**config.mk**
```make
export PLATFORM = sky130hd
export DESIGN_NAME = uart_frame_parser_flat
export DESIGN_NICKNAME = d
export VERILOG_FILES = /design/src/rtl/uart_frame_parser_if.sv /design/src/rtl/uart_frame_parser.sv /design/src/flat_wrapper.sv
export SDC_FILE = /design/constraint.sdc
export NUM_CORES = 2
export LEC_CHECK = 0
export ABC_AREA = 1
export BUFFER_PORTS_ARGS = -buffer_cell sky130_fd_sc_hd__buf_2
export CORE_UTILIZATION = 25
export CTS_CLUSTER_SIZE = 30
export DETAILED_ROUTE_END_ITERATION = 8
export GPL_TIMING_DRIVEN = 0
export PLACE_DENSITY = 0.38
export RECOVER_POWER = 50
export SLEW_MARGIN = 10
export SYNTH_ARGS = -nofsm -noshare
export SYNTH_HDL_FRONTEND = slang
export SYNTH_SLANG_ARGS = --single-unit
```
**constraint.sdc**
```tcl
create_clock -name sys_clk -period 5 [get_ports sys_clk]
set_input_delay 1 -clock sys_clk [delete_from_list [all_inputs] [get_ports sys_clk]]
set_output_delay 1 -clock sys_clk [all_outputs]
set_load 0.02 [all_outputs]
```
**src/rtl/uart_frame_parser_if.sv**
```systemverilog
// Byte-in / frame-out bundle between the UART byte receiver, the frame parser and the command layer.
// master = byte source and frame consumer side, slave = the parser itself.
interface uart_frame_parser_if #(
  parameter int unsigned MAX_LEN = 137
);
  logic [7:0]           rx_data;
  logic                 rx_vld;
  logic [8*MAX_LEN-1:0] frame_data;
  logic [7:0]           frame_len;
  logic                 frame_done;
  logic                 frame_err;
  logic [1:0]           err_code;
  logic                 busy;

  modport master (
    output rx_data, rx_vld,
    input  frame_data, frame_len, frame_done, frame_err, err_code, busy
  );

  modport slave (
    input  rx_data, rx_vld,
    output frame_data, frame_len, frame_done, frame_err, err_code, busy
  );
endinterface

```
**src/rtl/uart_frame_parser.sv**
```systemverilog
// Extracts &&payload&& frames from the UART byte stream; one byte per clock, all outputs registered.
// A lone '&' in the payload is data, '&&' always closes; overflow, bad header and inter-byte stall abort the frame.
module uart_frame_parser #(
  parameter int unsigned CLK_FREQ    = 50_000_000,
  parameter int unsigned MAX_LEN     = 137,
  parameter int unsigned TIMEOUT_CLK = CLK_FREQ / 1000 - 1
) (
  input logic               sys_clk,
  input logic               sys_rst,
  uart_frame_parser_if.slave bus
);

  localparam logic [7:0] AMP          = 8'h26;
  localparam logic [1:0] ERR_TIMEOUT  = 2'd1;
  localparam logic [1:0] ERR_OVERFLOW = 2'd2;
  localparam logic [1:0] ERR_HEADER   = 2'd3;

  typedef enum logic [1:0] {
    S_IDLE,
    S_HDR1,
    S_CONTENT,
    S_TAIL1
  } state_e;

  state_e               state_q, state_d;
  logic [31:0]          idle_q, idle_d;
  logic [7:0]           len_q, len_d;
  logic [8*MAX_LEN-1:0] data_q, data_d;
  logic                 done_q, done_d;
  logic                 err_q, err_d;
  logic [1:0]           code_q, code_d;

  logic                 wr0, wr1;
  logic [7:0]           wr0_byte;
  logic                 is_amp;

  assign is_amp = (bus.rx_data == AMP);

  always_comb begin
    state_d  = state_q;
    len_d    = len_q;
    data_d   = data_q;
    done_d   = 1'b0;
    err_d    = 1'b0;
    code_d   = code_q;
    idle_d   = idle_q;
    wr0      = 1'b0;
    wr1      = 1'b0;
    wr0_byte = bus.rx_data;

    case (state_q)
      S_IDLE: begin
        if (bus.rx_vld && is_amp) state_d = S_HDR1;
      end
      S_HDR1: begin
        if (bus.rx_vld) begin
          if (is_amp) begin
            state_d = S_CONTENT;
            len_d   = '0;
            data_d  = '0;
          end else begin
            state_d = S_IDLE;
            err_d   = 1'b1;
            code_d  = ERR_HEADER;
          end
        end
      end
      S_CONTENT: begin
        if (bus.rx_vld) begin
          if (is_amp) begin
            state_d = S_TAIL1;
          end else if (len_q == 8'(MAX_LEN)) begin
            state_d = S_IDLE;
            err_d   = 1'b1;
            code_d  = ERR_OVERFLOW;
          end else begin
            wr0   = 1'b1;
            len_d = len_q + 8'd1;
          end
        end
      end
      S_TAIL1: begin
        if (bus.rx_vld) begin
          if (is_amp) begin
            state_d = S_IDLE;
            done_d  = 1'b1;
          end else if (({1'b0, len_q} + 9'd2) > 9'(MAX_LEN)) begin
            state_d = S_IDLE;
            err_d   = 1'b1;
            code_d  = ERR_OVERFLOW;
          end else begin
            // the held '&' turned out to be payload: store it, then the current byte
            wr0      = 1'b1;
            wr0_byte = AMP;
            wr1      = 1'b1;
            len_d    = len_q + 8'd2;
            state_d  = S_CONTENT;
          end
        end
      end
      default: state_d = S_IDLE;
    endcase

    // a byte arriving on the limit cycle wins over the timeout
    if (state_q != S_IDLE && !bus.rx_vld && idle_q >= TIMEOUT_CLK) begin
      state_d = S_IDLE;
      err_d   = 1'b1;
      code_d  = ERR_TIMEOUT;
    end

    idle_d = (bus.rx_vld || state_d == S_IDLE) ? '0 : idle_q + 32'd1;

    for (int k = 0; k < int'(MAX_LEN); k++) begin
      if (wr0 && k == int'(len_q))     data_d[8*k +: 8] = wr0_byte;
      if (wr1 && k == int'(len_q) + 1) data_d[8*k +: 8] = bus.rx_data;
    end
  end

  always_ff @(posedge sys_clk) begin
    if (sys_rst) begin
      state_q <= S_IDLE;
      idle_q  <= '0;
      len_q   <= '0;
      data_q  <= '0;
      done_q  <= 1'b0;
      err_q   <= 1'b0;
      code_q  <= '0;
    end else begin
      state_q <= state_d;
      idle_q  <= idle_d;
      len_q   <= len_d;
      data_q  <= data_d;
      done_q  <= done_d;
      err_q   <= err_d;
      code_q  <= code_d;
    end
  end

  assign bus.frame_data = data_q;
  assign bus.frame_len  = len_q;
  assign bus.frame_done = done_q;
  assign bus.frame_err  = err_q;
  assign bus.err_code   = code_q;
  assign bus.busy       = (state_q != S_IDLE);

endmodule

```
**src/flat_wrapper.sv**
```systemverilog
// flat-port wrapper written by rule: the top's interface ports become plain ports
module uart_frame_parser_flat 
#(
  parameter int unsigned CLK_FREQ    = 50_000_000,
  parameter int unsigned MAX_LEN     = 137,
  parameter int unsigned TIMEOUT_CLK = CLK_FREQ / 1000 - 1
)
  (sys_clk, sys_rst, bus_rx_data, bus_rx_vld, bus_frame_data, bus_frame_len, bus_frame_done, bus_frame_err, bus_err_code, bus_busy);
  uart_frame_parser_if #(.MAX_LEN(MAX_LEN)) bus_i ();
  input logic sys_clk;
  input logic sys_rst;
  input wire logic [$bits(bus_i.rx_data)-1:0] bus_rx_data;
  input wire logic [$bits(bus_i.rx_vld)-1:0] bus_rx_vld;
  output wire logic [$bits(bus_i.frame_data)-1:0] bus_frame_data;
  output wire logic [$bits(bus_i.frame_len)-1:0] bus_frame_len;
  output wire logic [$bits(bus_i.frame_done)-1:0] bus_frame_done;
  output wire logic [$bits(bus_i.frame_err)-1:0] bus_frame_err;
  output wire logic [$bits(bus_i.err_code)-1:0] bus_err_code;
  output wire logic [$bits(bus_i.busy)-1:0] bus_busy;
  assign bus_i.rx_data = bus_rx_data;
  assign bus_i.rx_vld = bus_rx_vld;
  assign bus_frame_data = bus_i.frame_data;
  assign bus_frame_len = bus_i.frame_len;
  assign bus_frame_done = bus_i.frame_done;
  assign bus_frame_err = bus_i.frame_err;
  assign bus_err_code = bus_i.err_code;
  assign bus_busy = bus_i.busy;
  uart_frame_parser #(.CLK_FREQ(CLK_FREQ), .MAX_LEN(MAX_LEN), .TIMEOUT_CLK(TIMEOUT_CLK)) u_core (.sys_clk(sys_clk), .sys_rst(sys_rst), .bus(bus_i));
endmodule
```
## After elaboration in Yosys (flattened, before gate mapping)

Index checks and enable logic that the tools add are counted.

| operators by class | value |
|---|---|
| bitwise gates (word level) | 2 |
| reductions and logical operators | 840 |
| eq/ne operators | 296 |
| mux-type cells | 330 |
| order comparisons | 2 |
| $add $sub $neg | 5 |

Operators by type and width:

| operator | count |
|---|---|
| 2-to-1 mux 1096 bit | 3 |
| 2-to-1 mux 8 bit | 286 |
| == test 8 x 32 -> 1 bit (first input constant) | 64 |
| nonzero test 3 bit | 412 |
| == test 7 x 32 -> 1 bit (first input constant) | 32 |
| == test 8 bit (first input constant) | 73 |
| == test 6 x 32 -> 1 bit (first input constant) | 16 |
| AND reduction 3 bit | 137 |
| == test 9 x 32 -> 1 bit (first input constant) | 9 |
| logical AND 1 bit | 277 |
| == test 5 x 32 -> 1 bit (first input constant) | 8 |
| == test 7 x 8 -> 1 bit (first input constant) | 32 |
| == test 4 x 32 -> 1 bit (first input constant) | 4 |
| == test 6 x 8 -> 1 bit (first input constant) | 16 |
| == test 3 x 32 -> 1 bit (first input constant) | 2 |
| == test 5 x 8 -> 1 bit (first input constant) | 8 |
| 2-to-1 mux 2 bit | 18 |
| adder 32 x 1 -> 32 bit (second input constant) | 1 |
| == test 2 x 32 -> 1 bit (first input constant) | 1 |
| == test 4 x 8 -> 1 bit (first input constant) | 4 |
| >= comparator 32 x 16 -> 1 bit (second input constant) | 1 |
| zero test 32 bit | 1 |
| AND reduction 9 bit | 3 |
| one-hot mux 8 bit (3 select lines) | 1 |
| other kinds (30) | 66 |

| storage, ports and cells | value |
|---|---|
| logic and storage cells | 1619 |
| register bits after elaboration | 1142 |
| input port bits | 11 |
| output and inout port bits | 1109 |

## Logic depth before layout (Yosys ltp)

| logic depth | value |
|---|---|
| depth in word-level cells | 10 |
| gate-level depth with buffers | 19 |
| mapped depth without buffers | 17 |

## Least setup slack after synthesis

Ideal clock, no wire load.

| timing | value |
|---|---|
| kind | in2reg |
| start | input port bus_rx_data[1] |
| end | register u_core.data_q[820], in the netlist u_core.bus.frame_data[820] |
| setup time | 114 ps |
| cell stages on the path | 14 |
| buffers on the path | 4 |
| required time | 4886 ps |
| path slack | 2014 ps |
| arrival time | 2872 ps |
| cells stage by stage | buf_2 -> inv_2 -> nor4_1 -> nand2_1 -> inv_1 -> nand3_1 -> clkbuf_1 -> clkbuf_1 -> nand2_1 -> nand2_1 -> clkbuf_1 -> nand3_1 -> nand2_1 -> nor2_1 |

| on the way | value |
|---|---|
| word-level cells in the longest chain between the ends | 7 |
| elaborated cells between the ends (all ways) | 18 |
| those cells by class | eq/ne (1); mux (11); reduce/logical (6) |

Ends and longest elaborated chain:

| item | RTL line | RTL |
|---|---|---|
| from (decl) | flat_wrapper.sv:12 | `input wire logic [$bits(bus_i.rx_data)-1:0] bus_rx_data;` |
| == test 8 x 6 -> 1 bit (*) | uart_frame_parser.sv:37 | `assign is_amp = (bus.rx_data == AMP);` |
| 2-to-1 mux 1 bit (on tied branches) | uart_frame_parser.sv:84, uart_frame_parser.sv:70 |  |
| 2-to-1 mux 1 bit (on tied branches) | uart_frame_parser.sv:83, uart_frame_parser.sv:69 |  |
| one-hot mux 1 bit (2 select lines) or 2-to-1 mux 1 bit (tied branches) | uart_frame_parser.sv:51 | `case (state_q)` |
| logical AND 1 bit (on tied branches) | uart_frame_parser.sv:114, uart_frame_parser.sv:115 |  |
| nonzero test 3 bit (no line) or 2-to-1 mux 8 bit (tied branches) | - |  |
| AND reduction 3 bit (no line) or 2-to-1 mux 8 bit (tied branches) | - |  |
| to (signal assigned) | uart_frame_parser.sv:132 | `data_q <= data_d;` |
| to (decl) | uart_frame_parser.sv:28 | `logic [8*MAX_LEN-1:0] data_q, data_d;` |

Every way passes the cells marked *; elsewhere a longest branch is shown, timed or not.
A chain may end at the register's enable or synchronous reset.

## Worst setup path in the final report

| timing | value |
|---|---|
| start | input port bus_rx_data[7] |
| end | register u_core.data_q[967], in the netlist u_core.bus.frame_data[967] |

| on the way | value |
|---|---|
| word-level cells in the longest chain between the ends | 7 |
| elaborated cells between the ends (all ways) | 19 |
| those cells by class | eq/ne (1); mux (12); reduce/logical (6) |

Ends and longest elaborated chain:

| item | RTL line |
|---|---|
| == test 8 x 6 -> 1 bit | uart_frame_parser.sv:37 |
| 2-to-1 mux 1 bit (on tied branches) | uart_frame_parser.sv:84, uart_frame_parser.sv:70 |
| 2-to-1 mux 1 bit (on tied branches) | uart_frame_parser.sv:83, uart_frame_parser.sv:69 |
| one-hot mux 1 bit (2 select lines) or 2-to-1 mux 1 bit (tied branches) | uart_frame_parser.sv:51 |
| logical AND 1 bit (on tied branches) | uart_frame_parser.sv:114, uart_frame_parser.sv:115 |
| nonzero test 3 bit (no line) or 2-to-1 mux 8 bit (tied branches) | - |
| AND reduction 3 bit (no line) or 2-to-1 mux 8 bit (tied branches) | - |

Parallel ways exist; a longest one is shown, timed or not.

==> flow_summary.json <==
{
  "status": "finished, violations left",
  "violations": "capacitance limit, slew limit",
  "yosysTopAreaCellShare_pct": 39.2,
  "tritoncts": "built",
  "max_stage_delay_ps": 1340,
  "finalCritPeriodShare_pct": 98.5,
  "io_buffers": 1113,
  "nNetsFinal": 10742,
  "synthArstFlopShare_pct": 0,
  "cp-startpoint": "bus_rx_data[7]",
  "cts-root-buf": "clkbuf_16",
  "min_from": "u_core.bus.err_code[1]",
  "timing.fmax_mhz": 203,
  "worst_setup_path_end_kind": "flip-flop",
  "tns_ps": 0,
  "die_h_um": 485,
  "netlist_instances": 9400,
  "start_util_pct": 25.3,
  "clkTransAtPathRegs_ps": 60,
  "r2r_start": "u_core.bus.frame_len[1]",
  "avgSynthCellArea_um2": 6.21,
  "power_density_nw_per_um2": 294,
  "synth_ff_type": "dfxtp_1",
  "synthesis.area_um2": 58300,
  "grt_first_pass_wirelength_um": 561000,
  "cp_common_cell": "nand2_1",
  "mostFrequentLayoutCells": "3,148 x nand2_1, 1,355 x clkbuf_1, 1,293 x nor2_1, 1,270 x nand3_1, 1,142 x dfxtp_1",
  "cp_max_fo": 10,
  "drive_gt1_share_pct": 5.55,
  "crit_arrival_ps": 5660,
  "place_congestion": 0.946,
  "post-route-drc-count": 0,
  "rows": 176,
  "antenna_found_initial": 56,
  "cp-start-kind": "input port",
  "hpwl_um": 326000,
  "final_antenna_net_count": 0,
  "htreeDepth": 4,
  "cts_buffer_depth": 3,
  "synth_edf_count": 0,
  "fin_skew_ps": 40.9,
  "numCtsBuffers": 151,
  "clkLatencyLatePin_ps": 850,
  "initialDrtViolationCount": 7743,
  "critPathRequiredTime_ps": 5740,
  "rsz0062_at_grt": "no",
  "maxCapViolCount": 2,
  "post_drt_via_cell_ratio": 5.09,
  "drtPass1Iterations": 6,
  "slew_headroom_pct": -22.9,
  "finalHoldViolCount": 0,
  "yosysTopAreaCell": "dfxtp_1",
  "final_common_cell": "nand2_1",
  "grt_usage_pct": 35.0,
  "grt_overflow": 0,
  "core_um2": 231000,
  "finalCriticalPeriod_ps": 4920,
  "wl_per_cell_um": 30.9,
  "grt_max_degree": 17,
  "synthTopCellsByArea": "dfxtp_1 39%, nand2_1 20%, nand3_1 11%",
  "path_cells": "clkbuf_1, nor4_1, nand2_1, inv_1, nand3_1, clkbuf_1, buf_1, nand2_1, nand2_1, nand3_1, a21oi_1",
  "r2r_slack_ps": 90,
  "setup_ws_ps": 75.7,
  "synth-seq-cells": 1142,
  "synth_cell_types": 43,
  "ios": 1120,
  "cpMaxStageDelayCell": "clkbuf_1",
  "via_count": 70637,
  "cts_sinks": 1142,
  "die_x_um": 485,
  "grt_pass1_vias": 63216,
  "syn_to_final_growth_pct": 23.9,
  "hold_path_class": "reg -> reg",
  "final-max-slew-violation-count": 22,
  "wl_um": 428000,
  "ir_drop_mv": 0.280,
  "yosysWarnings": 0,
  "dp_slack_ps": -348,
  "setup_viol": 0,
  "p_leak_nw": 35.2,
  "worst_slew_pin_slew_ps": 1840,
  "yosysSeqAreaShare_pct": 39.2,
  "die_area_um2": 235000,
  "path_class": "in -> reg"
}
## cell usage after synthesis, types with 23 or more instances
library cell and instances:
nand2_1 3148, nor2_1 1307, nand3_1 1271, dfxtp_1 1142
inv_1 984, a21oi_1 426, clkbuf_1 302, nand3b_1 299
o22ai_1 72, o21ai_0 67, nand2_2 65, buf_2 56
buf_1 45, and2_1 30, nor3_1 24, nand3_2 23
nor2_2 23
## flip-flops by register name, summed over array words and instances (netlist names)
name                   flops
u_core.bus.err_code        2
u_core.bus.frame_data   1096
u_core.bus.frame_done      1
u_core.bus.frame_err       1
u_core.bus.frame_len       8
u_core.idle_q             32
u_core.state_q             2
## path summary, 6_finish.rpt
kind,to,cells after the start
worst max-delay path,u_core.bus.frame_data[967],11
worst min-delay path,u_core.bus.err_code[1],2
worst max register to register,u_core.bus.frame_data[458],15
worst min register to register,u_core.bus.err_code[1],2
## critical path: cells and delay by family
kind,cells,cell delay [ps]
simple gates,6,1310
compound gates,1,170
buf+inv,4,3150
## power breakdown
part           switching, mW  leakage (nW)  total [mW]  internal (mW)
Combinational           1.08          23.6        1.24          0.157
Sequential           0.00237          9.20        9.11           9.11
Clock                   4.65          2.34        10.9           6.25
Total                   5.73          35.2        21.3           15.5
## repair_timing
item                       in CTS  in global routing
hold buffers                    0                  0
buffers inserted                0                  0
resized for setup               0                  7
setup endpoints to repair       0                 31
## cell type report
type	count	area (µm²)
fill	26658	159000
multi-input combinational	6844	30100
sequential	1142	22900
timing repair buffer	1155	5090
clock buffer	227	4480
inverter	1009	3790
tap	3026	3790
buffer	420	1850
clock inverter	29	262
antenna	19	47.5
## logic make-up after synthesis
group,synth area share (%)
AND/OR/NAND/NOR,45.6
AO/OA/AOI/OAI,5.33
adder cells (fa/ha/maj),0.172
other,0.00643
XOR/XNOR,0.240
flip-flops,39.2
buffers and inverters,9.44
## through the flow
| stage | util (%) | hold slack [ps] | power, mW | area (µm²) | std cells |
|---|---|---|---|---|---|
| global placement | 29.3 | 436 | 10.5 | 67800 | 13554 |
| floorplan | - | 418 | 9.68 | 58400 | 9415 |
| finish | 31.3 | 449 | 21.3 | 72300 | 13871 |
| CTS | 31.9 | 447 | 21.4 | 73600 | 13851 |
| detailed placement | 29.8 | 438 | 10.5 | 68900 | 13595 |
| global route | 31.3 | 474 | 21.7 | 72300 | 13857 |
## per-layer routing
metal	GRT usage, %	wire, µm	share of wire [%]	up-vias
li1	-	-	-	32153
met1	45.9	181000	42	34298
met2	53.3	183000	43	3518
met3	8.30	39800	9.3	662
met4	17.5	24300	5.7	6
met5	0	35	0.0082	-
Note: power is estimated with default switching activity, not from simulation.
